==> src/rtl/rw_request_scheduler_pkg.sv <==
// Shared controller types for the read/write request scheduler.
//   frontend_command_t : queued command (bank/row/col address plus tag)
//   cmd_addr_t         : address-only view used by the write shadow table
//   sched_state_e      : scheduler direction state
package rw_request_scheduler_pkg;

   localparam int unsigned BANK_W = 3;
   localparam int unsigned ROW_W  = 14;
   localparam int unsigned COL_W  = 10;
   localparam int unsigned TAG_W  = 8;

   typedef struct packed {
      logic [BANK_W-1:0] bank;
      logic [ROW_W-1:0]  row;
      logic [COL_W-1:0]  col;
      logic [TAG_W-1:0]  tag;
   } frontend_command_t;

   typedef struct packed {
      logic [BANK_W-1:0] bank;
      logic [ROW_W-1:0]  row;
      logic [COL_W-1:0]  col;
   } cmd_addr_t;

   typedef enum logic [1:0] {
      S_READ  = 2'd0,
      S_WRITE = 2'd1,
      S_TURN  = 2'd2
   } sched_state_e;

   // Strip the tag so only the memory location is compared.
   function automatic cmd_addr_t cmd_addr(input frontend_command_t c);
      return {c.bank, c.row, c.col};
   endfunction

endpackage

==> src/rtl/rw_request_scheduler_if.sv <==
// Bus between the request FIFOs, the scheduler and the backend.
//   master : scheduler side (pops FIFOs, issues commands)
//   slave  : environment side (FIFOs, write-push snoop, backend ready)
interface rw_request_scheduler_if;
   import rw_request_scheduler_pkg::*;

   logic              i_rd_empty;
   frontend_command_t i_rd_data;
   logic              o_rd_pop;
   logic              i_wr_empty;
   frontend_command_t i_wr_data;
   logic              o_wr_pop;
   logic              i_wr_push;
   frontend_command_t i_wr_push_data;
   logic              i_wr_flush;
   logic              o_raw_flag;
   logic              o_cmd_valid;
   logic              i_cmd_ready;
   frontend_command_t o_cmd;
   logic              o_error;

   modport master (
      input  i_rd_empty, i_rd_data, i_wr_empty, i_wr_data, i_wr_push,
             i_wr_push_data, i_wr_flush, i_cmd_ready,
      output o_rd_pop, o_wr_pop, o_raw_flag, o_cmd_valid, o_cmd, o_error
   );

   modport slave (
      output i_rd_empty, i_rd_data, i_wr_empty, i_wr_data, i_wr_push,
             i_wr_push_data, i_wr_flush, i_cmd_ready,
      input  o_rd_pop, o_wr_pop, o_raw_flag, o_cmd_valid, o_cmd, o_error
   );

endinterface

==> src/rtl/rw_request_scheduler_write_addr_cam.sv <==
// Circular shadow table of addresses sitting in the write FIFO, with a
// parallel compare against the read FIFO head.
//   push/push_addr : write accepted into the write FIFO
//   pop            : oldest write leaves the write FIFO
//   lookup_*       : read head to compare, hit_c is combinational
//   error          : sticky overflow/underflow
module write_addr_cam
   import rw_request_scheduler_pkg::*;
#(
   parameter int unsigned DEPTH = 8
) (
   input  logic      clk,
   input  logic      rst_n,
   input  logic      push,
   input  cmd_addr_t push_addr,
   input  logic      pop,
   input  logic      lookup_valid,
   input  cmd_addr_t lookup_addr,
   output logic      hit_c,
   output logic      error
);

   localparam int unsigned PTR_W = (DEPTH > 1) ? $clog2(DEPTH) : 1;
   localparam int unsigned CNT_W = $clog2(DEPTH + 1);

   cmd_addr_t        tbl [DEPTH];
   logic [DEPTH-1:0] vld;
   logic [PTR_W-1:0] wptr, rptr;
   logic [CNT_W-1:0] count;
   logic             full, empty, push_ok, pop_ok;

   function automatic logic [PTR_W-1:0] nxt(input logic [PTR_W-1:0] p);
      return (p == PTR_W'(DEPTH - 1)) ? '0 : p + PTR_W'(1);
   endfunction

   assign full    = (count == CNT_W'(DEPTH));
   assign empty   = (count == '0);
   // A push into a full table still lands when the oldest entry leaves this cycle.
   assign push_ok = push && (!full || pop);
   assign pop_ok  = pop && !empty;

   // Parallel compare against every live entry.
   always_comb begin
      hit_c = 1'b0;
      for (int unsigned i = 0; i < DEPTH; i++) begin
         if (lookup_valid && vld[PTR_W'(i)] && (tbl[PTR_W'(i)] == lookup_addr))
            hit_c = 1'b1;
      end
   end

   // Pointers, valid bits, occupancy and sticky error.
   always_ff @(posedge clk or negedge rst_n) begin
      if (!rst_n) begin
         wptr  <= '0;
         rptr  <= '0;
         count <= '0;
         vld   <= '0;
         error <= 1'b0;
      end else begin
         if (pop_ok) begin
            vld[rptr] <= 1'b0;
            rptr      <= nxt(rptr);
         end
         // Ordered after the clear so a same-slot push wins.
         if (push_ok) begin
            vld[wptr] <= 1'b1;
            wptr      <= nxt(wptr);
         end
         count <= count + CNT_W'(push_ok) - CNT_W'(pop_ok);
         if ((push && full && !pop) || (pop && empty))
            error <= 1'b1;
      end
   end

   // Address storage; validity is tracked separately so no reset needed.
   always_ff @(posedge clk) begin
      if (push_ok)
         tbl[wptr] <= push_addr;
   end

endmodule

==> src/rtl/rw_request_scheduler.sv <==
// Read/write request scheduler: drains the read and write FIFOs into a single
// command slot, prefers reads, inserts turnaround gaps on direction changes
// and holds reads that hit a pending write.
//   i_clk, i_rst_n : clock, asynchronous active-low reset
//   bus (master)   : FIFO pops, write-push snoop, command slot, raw/error flags
module rw_request_scheduler
   import rw_request_scheduler_pkg::*;
#(
   parameter int unsigned WR_DEPTH    = 8,
   parameter int unsigned TURN_CYCLES = 1
) (
   input  logic                  i_clk,
   input  logic                  i_rst_n,
   rw_request_scheduler_if.master bus
);

   sched_state_e      state, target;
   logic [1:0]        turn_cnt;
   frontend_command_t cmd_q;
   logic              cmd_valid_q, raw_q;
   logic              raw_hit, slot_free, want_read, rd_pop, wr_pop, go_turn;

   write_addr_cam #(.DEPTH(WR_DEPTH)) u_cam (
      .clk          (i_clk),
      .rst_n        (i_rst_n),
      .push         (bus.i_wr_push),
      .push_addr    (cmd_addr(bus.i_wr_push_data)),
      .pop          (wr_pop),
      .lookup_valid (!bus.i_rd_empty),
      .lookup_addr  (cmd_addr(bus.i_rd_data)),
      .hit_c        (raw_hit),
      .error        (bus.o_error)
   );

   // Pop decision; the FIFOs need the strobe in the same cycle as the head.
   always_comb begin
      slot_free = !cmd_valid_q || bus.i_cmd_ready;
      want_read = !bus.i_rd_empty && !raw_hit && !bus.i_wr_flush;
      rd_pop    = 1'b0;
      wr_pop    = 1'b0;
      go_turn   = 1'b0;
      case (state)
         S_READ: begin
            rd_pop  = slot_free && want_read;
            go_turn = !want_read && !bus.i_wr_empty;
         end
         S_WRITE: begin
            // An eligible read preempts further writes.
            go_turn = bus.i_wr_empty || want_read;
            wr_pop  = slot_free && !go_turn;
         end
         default: ;
      endcase
   end

   // Strobes forced low while reset is held.
   assign bus.o_rd_pop    = rd_pop && i_rst_n;
   assign bus.o_wr_pop    = wr_pop && i_rst_n;
   assign bus.o_cmd_valid = cmd_valid_q;
   assign bus.o_cmd       = cmd_q;
   assign bus.o_raw_flag  = raw_q;

   // Direction FSM, turnaround counter and command slot.
   always_ff @(posedge i_clk or negedge i_rst_n) begin
      if (!i_rst_n) begin
         state       <= S_READ;
         target      <= S_READ;
         turn_cnt    <= '0;
         cmd_valid_q <= 1'b0;
         cmd_q       <= '0;
         raw_q       <= 1'b0;
      end else begin
         raw_q <= raw_hit;
         if (slot_free) begin
            cmd_valid_q <= rd_pop || wr_pop;
            if (rd_pop)
               cmd_q <= bus.i_rd_data;
            else if (wr_pop)
               cmd_q <= bus.i_wr_data;
         end
         case (state)
            S_READ: begin
               if (go_turn) begin
                  state    <= S_TURN;
                  target   <= S_WRITE;
                  turn_cnt <= '0;
               end
            end
            S_WRITE: begin
               if (go_turn) begin
                  state    <= S_TURN;
                  target   <= S_READ;
                  turn_cnt <= '0;
               end
            end
            S_TURN: begin
               if (turn_cnt == 2'(TURN_CYCLES - 1)) begin
                  state    <= target;
                  turn_cnt <= '0;
               end else begin
                  turn_cnt <= turn_cnt + 2'd1;
               end
            end
            default: state <= S_READ;
         endcase
      end
   end

endmodule

==> src/flat_wrapper.sv <==
// flat-port wrapper written by rule: the top's interface ports become plain ports
module rw_request_scheduler_flat import rw_request_scheduler_pkg::*;
#(
   parameter int unsigned WR_DEPTH    = 8,
   parameter int unsigned TURN_CYCLES = 1
)
  (i_clk, i_rst_n, bus_i_rd_empty, bus_i_rd_data, bus_i_wr_empty, bus_i_wr_data, bus_i_wr_push, bus_i_wr_push_data, bus_i_wr_flush, bus_i_cmd_ready, bus_o_rd_pop, bus_o_wr_pop, bus_o_raw_flag, bus_o_cmd_valid, bus_o_cmd, bus_o_error);
  rw_request_scheduler_if bus_i ();
  input  logic i_clk;
  input  logic i_rst_n;
  input wire logic [$bits(bus_i.i_rd_empty)-1:0] bus_i_rd_empty;
  input wire logic [$bits(bus_i.i_rd_data)-1:0] bus_i_rd_data;
  input wire logic [$bits(bus_i.i_wr_empty)-1:0] bus_i_wr_empty;
  input wire logic [$bits(bus_i.i_wr_data)-1:0] bus_i_wr_data;
  input wire logic [$bits(bus_i.i_wr_push)-1:0] bus_i_wr_push;
  input wire logic [$bits(bus_i.i_wr_push_data)-1:0] bus_i_wr_push_data;
  input wire logic [$bits(bus_i.i_wr_flush)-1:0] bus_i_wr_flush;
  input wire logic [$bits(bus_i.i_cmd_ready)-1:0] bus_i_cmd_ready;
  output wire logic [$bits(bus_i.o_rd_pop)-1:0] bus_o_rd_pop;
  output wire logic [$bits(bus_i.o_wr_pop)-1:0] bus_o_wr_pop;
  output wire logic [$bits(bus_i.o_raw_flag)-1:0] bus_o_raw_flag;
  output wire logic [$bits(bus_i.o_cmd_valid)-1:0] bus_o_cmd_valid;
  output wire logic [$bits(bus_i.o_cmd)-1:0] bus_o_cmd;
  output wire logic [$bits(bus_i.o_error)-1:0] bus_o_error;
  assign bus_i.i_rd_empty = bus_i_rd_empty;
  assign bus_i.i_rd_data = bus_i_rd_data;
  assign bus_i.i_wr_empty = bus_i_wr_empty;
  assign bus_i.i_wr_data = bus_i_wr_data;
  assign bus_i.i_wr_push = bus_i_wr_push;
  assign bus_i.i_wr_push_data = bus_i_wr_push_data;
  assign bus_i.i_wr_flush = bus_i_wr_flush;
  assign bus_i.i_cmd_ready = bus_i_cmd_ready;
  assign bus_o_rd_pop = bus_i.o_rd_pop;
  assign bus_o_wr_pop = bus_i.o_wr_pop;
  assign bus_o_raw_flag = bus_i.o_raw_flag;
  assign bus_o_cmd_valid = bus_i.o_cmd_valid;
  assign bus_o_cmd = bus_i.o_cmd;
  assign bus_o_error = bus_i.o_error;
  rw_request_scheduler #(.WR_DEPTH(WR_DEPTH), .TURN_CYCLES(TURN_CYCLES)) u_core (.i_clk(i_clk), .i_rst_n(i_rst_n), .bus(bus_i));
endmodule
==> config.mk <==
export PLATFORM = sky130hd
export DESIGN_NAME = rw_request_scheduler_flat
export DESIGN_NICKNAME = d
export VERILOG_FILES = /design/src/rtl/rw_request_scheduler_pkg.sv /design/src/rtl/rw_request_scheduler_if.sv /design/src/rtl/rw_request_scheduler_write_addr_cam.sv /design/src/rtl/rw_request_scheduler.sv /design/src/flat_wrapper.sv
export SDC_FILE = /design/constraint.sdc
export NUM_CORES = 1
export LEC_CHECK = 0
export BUFFER_PORTS_ARGS = -buffer_cell sky130_fd_sc_hd__buf_2
export CAP_MARGIN = 20
export CORE_MARGIN = 3
export CORE_UTILIZATION = 35
export CTS_BUF_LIST = sky130_fd_sc_hd__clkbuf_16
export CTS_CLUSTER_DIAMETER = 60
export DETAILED_ROUTE_END_ITERATION = 16
export PLACE_DENSITY = 0.62
export SLEW_MARGIN = 20
export SYNTH_ARGS = -nofsm -noshare
export SYNTH_HDL_FRONTEND = slang
export SYNTH_HIERARCHICAL = 1
export SYNTH_SLANG_ARGS = --single-unit
==> constraint.sdc <==
create_clock -name i_clk -period 5.2 [get_ports i_clk]
set_input_delay 0.78 -clock i_clk [delete_from_list [all_inputs] [get_ports i_clk]]
set_output_delay 0.78 -clock i_clk [all_outputs]
set_load 0.005 [all_outputs]
==> impl_metrics.json, run 1 <==
{
  "coreArea_mm2": 0.03600,
  "relSlewSlack_pct": 51.68,
  "drc_errors": 0,
  "grt_pass1_vias": 8253,
  "drt_pre_antenna_iters": 5,
  "pin_count": 152,
  "rsz0062_at_grt": "false",
  "crit_type": "input pin to primary output",
  "cts_sinks": 277,
  "tns_ns": 0,
  "finalCriticalPeriod_ns": 4.387,
  "finClkSkew_ns": 0.009523,
  "grt.total_usage_pct": 18.09,
  "cp-startpoint": "bus_i_rd_data[28]",
  "synth_cells": 901,
  "power.leakage_nw": 5.562,
  "syn_area_per_cell_um2": 14.37,
  "total_power_mw": 6.916,
  "min_path_type": "input pin to async pin",
  "layout-drive-gt1-share_pct": 24.72,
  "cap_violations": 0,
  "cts_root_buffer": "clkbuf_16",
  "initial_core_util_pct": 35.97,
  "power_density_mw_per_mm2": 460.3,
  "layout.cells.most_common": "xor2_1",
  "pwr-share-comb_pct": 23.0,
  "die_h_um": 198.3,
  "dp_hpwl_um": 24290,
  "status": "finished clean",
  "synthArstFlopShare_pct": 22.02,
  "area_growth_pct": 16.04,
  "drt_wl_total_um": 36650,
  "synthFlopType": "edfxtp_1",
  "p_sw_mw": 2.180,
  "cts_hold_buffers": 0,
  "startpoint_type": "input pin",
  "num_rows": 69,
  "synth.distinct_cells": 46,
  "r2r-start": "u_core/u_cam/tbl[2][20]$_DFFE_PP_",
  "cts_setup_buffers": 0,
  "syn_nets": 1026,
  "port_buffers": 143,
  "tightest_slew_ns": 0.7182,
  "place_ws_ns": 0.5063,
  "max_freq_mhz": 228.0,
  "wire_per_inst_um": 24.01,
  "ctsResizeCount": 0,
  "cts_tree": "done",
  "synthesis.area_mm2": 0.01295,
  "cts.clk_slew.worst_paths_ns": 0.06,
  "sw_frac_of_total_pct": 31.52,
  "setup-violations-final": 0,
  "hold_viol_final": 0,
  "htreeDepth": 1,
  "period_share_pct": 84.36,
  "die_w_um": 198.3,
  "first_iter_violations": 643,
  "final_cell_mix": "xor2_1 (217), edfxtp_1 (216), buf_2 (143), a211oi_1 (70), dfrtp_1 (61)",
  "antenna_left": 0,
  "synth_warnings": 6,
  "antenna_found_initial": 1,
  "via_per_inst": 5.397,
  "arrival_ns": 3.61,
  "clk_latency_ns": 0.57,
  "n_fill_cell": 3293,
  "drv_slew": 0,
  "synth-seq-area-share_pct": 61.88,
  "via_count": 8236,
  "pwr-share-seq_pct": 45.9,
  "synth_edf_count": 216,
  "grt_max_degree": 53,
  "clk_path_buf_depth": 3,
  "ir_drop_mv": 0.2478,
  "p_int_mw": 4.736,
  "numCtsBuffers": 31,
  "gp_congestion": 0.8175,
  "gr-total-overflow": 0,
  "cp-end-kind": "primary output",
  "setup_ws_ns": 0.8132,
  "dieArea_mm2": 0.03934,
  "pwr-share-clk_pct": 31.1,
  "final_nets": 1164,
  "crit_fanout": 41,
  "synth-seq-cells": 277,
  "required_ns": 4.42,
  "grt_pass1_wl_um": 53010
}
==> synth_stat cells, drive strengths merged (2+ instances only) <==
| cell type | n | area share, % |
|---|---|---|
| nand2b | 10 | 0.48 |
| or4 | 2 | 0.12 |
| nand2 | 22 | 0.64 |
| nand3 | 12 | 0.46 |
| xor2 | 217 | 15 |
| o41ai | 2 | 0.28 |
| o211ai | 2 | 0.12 |
| nor2 | 6 | 0.17 |
| ha | 12 | 1.2 |
| mux2 | 2 | 0.17 |
| o31ai | 5 | 0.29 |
| nor4 | 59 | 3.0 |
| a211oi | 70 | 4.1 |
| inv | 15 | 0.43 |
| a21oi | 38 | 1.5 |
| dfrtp | 61 | 12 |
| nor2b | 2 | 0.097 |
| nor3 | 7 | 0.27 |
| and3 | 2 | 0.097 |
| a21o | 4 | 0.23 |
| and3b | 2 | 0.14 |
| o32ai | 35 | 4.1 |
| clkbuf | 17 | 0.49 |
| o21ai | 10 | 0.39 |
| buf | 48 | 3.5 |
| nand4 | 8 | 0.39 |
| edfxtp | 216 | 50 |
| o22ai | 4 | 0.19 |
| nand4b | 2 | 0.14 |
| a31oi | 2 | 0.097 |
==> per-stage QoR <==
stage	std cells	utilization (%)	hold slack (ns)	instance area, um2
2_1_floorplan	901	-	0.4510	12960
3_3_place_gp	1467	38.93	0.4507	14020
3_5_place_dp	1467	38.93	0.4904	14020
4_1_cts	1525	41.73	0.06831	15020
5_1_grt	1525	41.73	0.08477	15020
6_report	1526	41.74	0.08058	15030
==> per-layer routing <==
layer | track usage (%) | routed length (um)
met4 | 4.194 | 793
met5 | 0 | 0
met3 | 3.471 | 3013
met2 | 29.16 | 17070
met1 | 25.44 | 15770
==> kinds of logic (layout without fill, tap and decap cells) <==
logic type / count (synthesis) / count (layout) / share of synthesized area [%]
buf+inv: 80 / 243 / 4.396
simple gates: 137 / 137 / 6.126
compound gates: 174 / 174 / 11.36
fa+ha+maj: 13 / 13 / 1.314
other cells: 0 / 1 / 0
mux: 2 / 2 / 0.1739
flops: 277 / 277 / 61.88
xor+xnor: 218 / 218 / 14.75
==> critical path: stages <==
cell,delay [ns]
buf_2,0.34
xor2_1,0.13
nor4_1,0.55
nand3_1,0.28
o22ai_1,0.29
or4_1,0.23
or3_1,0.17
buf_4,0.44
and4_1,0.26
buf_2,0.11
==> sequential cells by signal (all words and copies together) (netlist names) <==
| signal | flops |
|---|---|
| u_core/target | 1 |
| u_core/u_cam/wptr | 3 |
| u_core/state | 2 |
| u_core/bus.o_raw_flag | 1 |
| u_core/bus.o_cmd | 35 |
| u_core/u_cam/tbl | 216 |
| u_core/bus.o_cmd_valid | 1 |
| u_core/turn_cnt | 2 |
| u_core/u_cam/vld | 8 |
| u_core/u_cam/count | 4 |
| u_core/u_cam/error | 1 |
| u_core/u_cam/rptr | 3 |
==> area by class of cell <==
class                   instances  area [um2]  area share (%)
flip-flops and latches        277        8013           53.33
multi-input cells             544        4427           29.46
repair buffers                170       943.4           6.279
clock buffers                  31       775.7           5.163
well taps                     461       576.8           3.839
clock inverters                27       231.5           1.541
inverters                      15       56.30          0.3747
diodes                          1       2.502         0.01665
==> worst paths after layout <==
| path | endpoint | cells past startpoint | slack (ns) |
|---|---|---|---|
| max | bus_o_wr_pop | 10 | 0.81 |
| min | u_core/bus.o_cmd[18]$_DFFE_PN0P_ | 1 | 0.08 |
| max reg2reg | u_core/u_cam/tbl[7][11]$_DFFE_PP_ | 12 | 1.28 |
| min reg2reg | u_core/u_cam/error$_DFFE_PN0P_ | 1 | 0.49 |
| max in group asynchronous | u_core/bus.o_cmd[2]$_DFFE_PN0P_ | 2 | 4.15 |
| min in group i_clk | u_core/u_cam/error$_DFFE_PN0P_ | 1 | 0.49 |
==> power by group through the flow <==
stage / Combinational, mW / Sequential (mW) / Clock (mW)
floorplan: 1.05 / 3.16 / 0
global placement: 1.56 / 3.19 / 0
detailed placement: 1.59 / 3.22 / 0
CTS: 1.60 / 3.17 / 2.19
global route: 1.76 / 3.22 / 2.28
finish: 1.59 / 3.18 / 2.15
Power figures use the tool's default switching activity.
==> run 2: changes to the inputs <==
- ABC_AREA: not set -> 1
- clock period: 5.2 -> 3.7 ns (I/O delays scaled with it)
==> run 2 against run 1 <==
Effect of this change: sequential share of layout area is 5.3 points lower; non-clock buffer count is 72 higher; register-to-register slack worse by 1.0 ns; die area is 5.9% higher; total power is 40% higher; routed wire length is 18% higher; core utilization is 2.0 points higher; sequential cell count stayed put; hold slack better by 0.11 ns; largest cell class unchanged; highest routed layer is now met5.
==> impl_metrics.json, run 2 <==
{
  "wire_per_inst_um": 19.14,
  "synth_cells": 1489,
  "rsz0062_at_grt": "false",
  "cts_tree": "done",
  "top_register": "u_core/u_cam/tbl",
  "power_density_mw_per_mm2": 582.0,
  "numCtsBuffers": 30,
  "grt_max_degree": 62,
  "num_rows": 71,
  "htreeDepth": 1,
  "arrival_ns": 2.98,
  "cap_violations": 0,
  "synth_edf_count": 216,
  "finalCriticalPeriod_ns": 3.533,
  "cp-end-kind": "primary output",
  "use_met3_pct": 3.137,
  "rrSetupSlack_ns": 0.28,
  "synthesis.area_mm2": 0.01374,
  "synth-seq-cells": 277,
  "cp_num_buf_inv": 3,
  "final_cell_mix": "nand2_1 (562), edfxtp_1 (216), inv_1 (212), buf_2 (142), buf_4 (82)",
  "cts.clk_slew.worst_paths_ns": 0.06,
  "path_common_cell": "nand2_1",
  "cts_setup_buffers": 0,
  "drt_pre_antenna_iters": 5,
  "port_buffers": 143,
  "antenna_found_initial": 5,
  "final_nets": 1839,
  "grt_use_met1_pct": 27.87,
  "synth_warnings": 6,
  "syn_nets": 1614,
  "cts_root_buffer": "clkbuf_16",
  "synth_top_area_share_pct": 47.20,
  "cp_top_family": "simple AND/OR/NAND/NOR gates",
  "timing.hold.ws_ns": 0.1932,
  "use_met2_pct": 33.96,
  "area_growth_pct": 21.47,
  "grt_pass1_wl_um": 63380,
  "path_cells": "xnor2_1, nand2_1, nor2_1, nand2_1, nor2_1, nand2_1, nand2_1, nor2_1, nand2_1, nor2_2, nand2_2, buf_6, nor2_8, inv_4, nor2_1, buf_2",
  "critPathMaxStageDelay_ns": 0.37,
  "synthFlopType": "edfxtp_1",
  "grt.busiest_layer": "met2",
  "min_path_type": "input pin to async pin",
  "status": "finished clean",
  "tightest_slew_ns": 0.7959,
  "crit_fanout": 39,
  "first_iter_violations": 1260,
  "cts_sinks": 277,
  "syn_area_per_cell_um2": 9.230,
  "final_cell_area_mm2": 0.01669,
  "crit_type": "register to primary output",
  "ir_drop_mv": 0.3527,
  "synthArstFlopShare_pct": 22.02,
  "drv_slew": 0,
  "clk_path_buf_depth": 3,
  "required_ns": 3.14,
  "ctsResizeCount": 0,
  "synth-seq-area-share_pct": 58.30,
  "r2r_cells": 22,
  "layout.cells.most_common": "nand2_1",
  "coreArea_mm2": 0.03820,
  "synth.distinct_cells": 32,
  "r2r-start": "u_core/u_cam/tbl[7][20]$_DFFE_PP_",
  "total_power_mw": 9.716,
  "synth_area_leader_cell": "edfxtp_1",
  "hold_viol_final": 0,
  "die_w_um": 204.2,
  "setup-violations-final": 0,
  "die_h_um": 204.2,
  "initial_core_util_pct": 35.98,
  "ys_top_cells_by_area": "edfxtp_1 (47%), nand2_1 (15%), dfrtp_1 (11%)",
  "period_share_pct": 95.49,
  "utilization_pct": 43.70,
  "r2r-end": "u_core/u_cam/count[2]$_DFF_PN0_",
  "place_area_mm2": 0.01569,
  "cp_slowest_cell": "edfxtp_1",
  "layout-drive-gt1-share_pct": 20.54,
  "drt_wl_total_um": 43080,
  "dieArea_mm2": 0.04168,
  "drc_errors": 0,
  "via_count": 10860,
  "clk_latency_ns": 0.56,
  "gp_congestion": 0.9051,
  "finClkSkew_ns": 0.02011,
  "pin_count": 152,
  "cts_hold_buffers": 0,
  "power.leakage_nw": 7.637,
  "grt_pass1_vias": 10410,
  "max_freq_mhz": 283.0,
  "dp_hpwl_um": 31700,
  "synth.top_cells.by_count": "nand2_1 (562), edfxtp_1 (216), inv_1 (207)",
  "grt.total_usage_pct": 20.21,
  "relSlewSlack_pct": 46.94,
  "startpoint_type": "register",
  "largest_register_ff_count": 216,
  "gr-total-overflow": 0,
  "antenna_left": 0,
  "via_per_inst": 4.824,
  "synth_most_common_cell": "nand2_1"
}
## run 2: cell types whose count changed in the layout (fill, tap and decap cells not counted), sizes merged, moves of 37 or more
cell,delta
a211oi,-70
buf,+71
inv,+217
nand2,+545
nand3,+37
nor2,+87
nor4,-59
o21ai,+68
xnor2,+76
xor2,-217
## run 2: worst max-delay path by stage
| stage | startpoint | endpoint | slack, ns | cells past startpoint |
|---|---|---|---|---|
| 6_report | u_core/u_cam/tbl[7][20]$_DFFE_PP_ | bus_o_rd_pop | 0.17 | 16 |
| 2_1_floorplan | bus_i_rd_empty | u_core/u_cam/tbl[0][0]$_DFFE_PP_ | -0.21 | 25 |
| 4_1_cts | bus_i_rd_data[19] | bus_o_wr_pop | 0.09 | 19 |
| 5_1_grt | u_core/u_cam/tbl[3][11]$_DFFE_PP_ | bus_o_rd_pop | 0.03 | 18 |
| 3_3_place_gp | bus_i_rd_data[19] | u_core/u_cam/count[1]$_DFF_PN0_ | -0.18 | 24 |
| 3_5_place_dp | bus_i_rd_data[19] | u_core/u_cam/count[2]$_DFF_PN0_ | -0.25 | 24 |
## run 2: kinds of logic (layout without fill, tap and decap cells)
family,after synthesis,in the layout,synth area share [%]
adder cells (fa/ha/maj),13,13,1.238
AND/OR/NAND/NOR,752,752,23.16
AO/OA/AOI/OAI,88,88,3.341
buffers and inverters,282,531,9.050
XOR/XNOR,77,77,4.907
other,0,1,0
flip-flops,277,277,58.30
## run 2: power breakdown
| part | switching [mW] | total (mW) | internal [mW] | leakage (nW) |
|---|---|---|---|---|
| sequential | 0.334 | 4.36 | 4.02 | 2.69 |
| clock | 1.25 | 2.98 | 1.73 | 0.490 |
| combinational | 1.46 | 2.38 | 0.918 | 4.45 |
| total | 3.04 | 9.72 | 6.67 | 7.64 |
## run 2: final cells by class
cell class | instances | area, um2
repair buffers | 242 | 1657
multi-input cells | 930 | 4512
well taps | 511 | 639.4
fillers | 3651 | 21510
flip-flops and latches | 277 | 8013
clock buffers | 31 | 775.7
diodes | 1 | 2.502
inverters | 233 | 882.1
clock inverters | 25 | 212.7
## run 2: worst reg2reg max path, stage by stage (launching register included)
cell,delay [ns]
edfxtp_1,0.37
xnor2_1,0.15
nand2_1,0.14
nor2_1,0.17
nand2_1,0.06
nor2_1,0.29
nand2_1,0.10
nand2_1,0.09
nor2_1,0.05
nand2_1,0.17
nor2_2,0.08
nand2_2,0.10
nand4_4,0.09
inv_1,0.08
inv_1,0.05
nand3_1,0.10
nand2_1,0.12
ha_1,0.31
inv_1,0.05
ha_1,0.15
inv_1,0.06
fa_1,0.41
xnor2_1,0.13
## run 2: per-layer routing
metal  part of all wire (%)  routed length [um]
met5                  0.095                  41
met4                    1.9                 827
met3                    8.7                3742
met2                     47               20260
met1                     42               18210
## run 2: per-stage QoR
stage	setup TNS [ns]	setup slack, ns	instances
global route	0	0.03251	2249
global placement	-18.66	-0.1844	2193
CTS	0	0.08859	2249
detailed placement	-26.05	-0.2515	2193
finish	0	0.1669	2250
floorplan	-38.29	-0.2057	1489
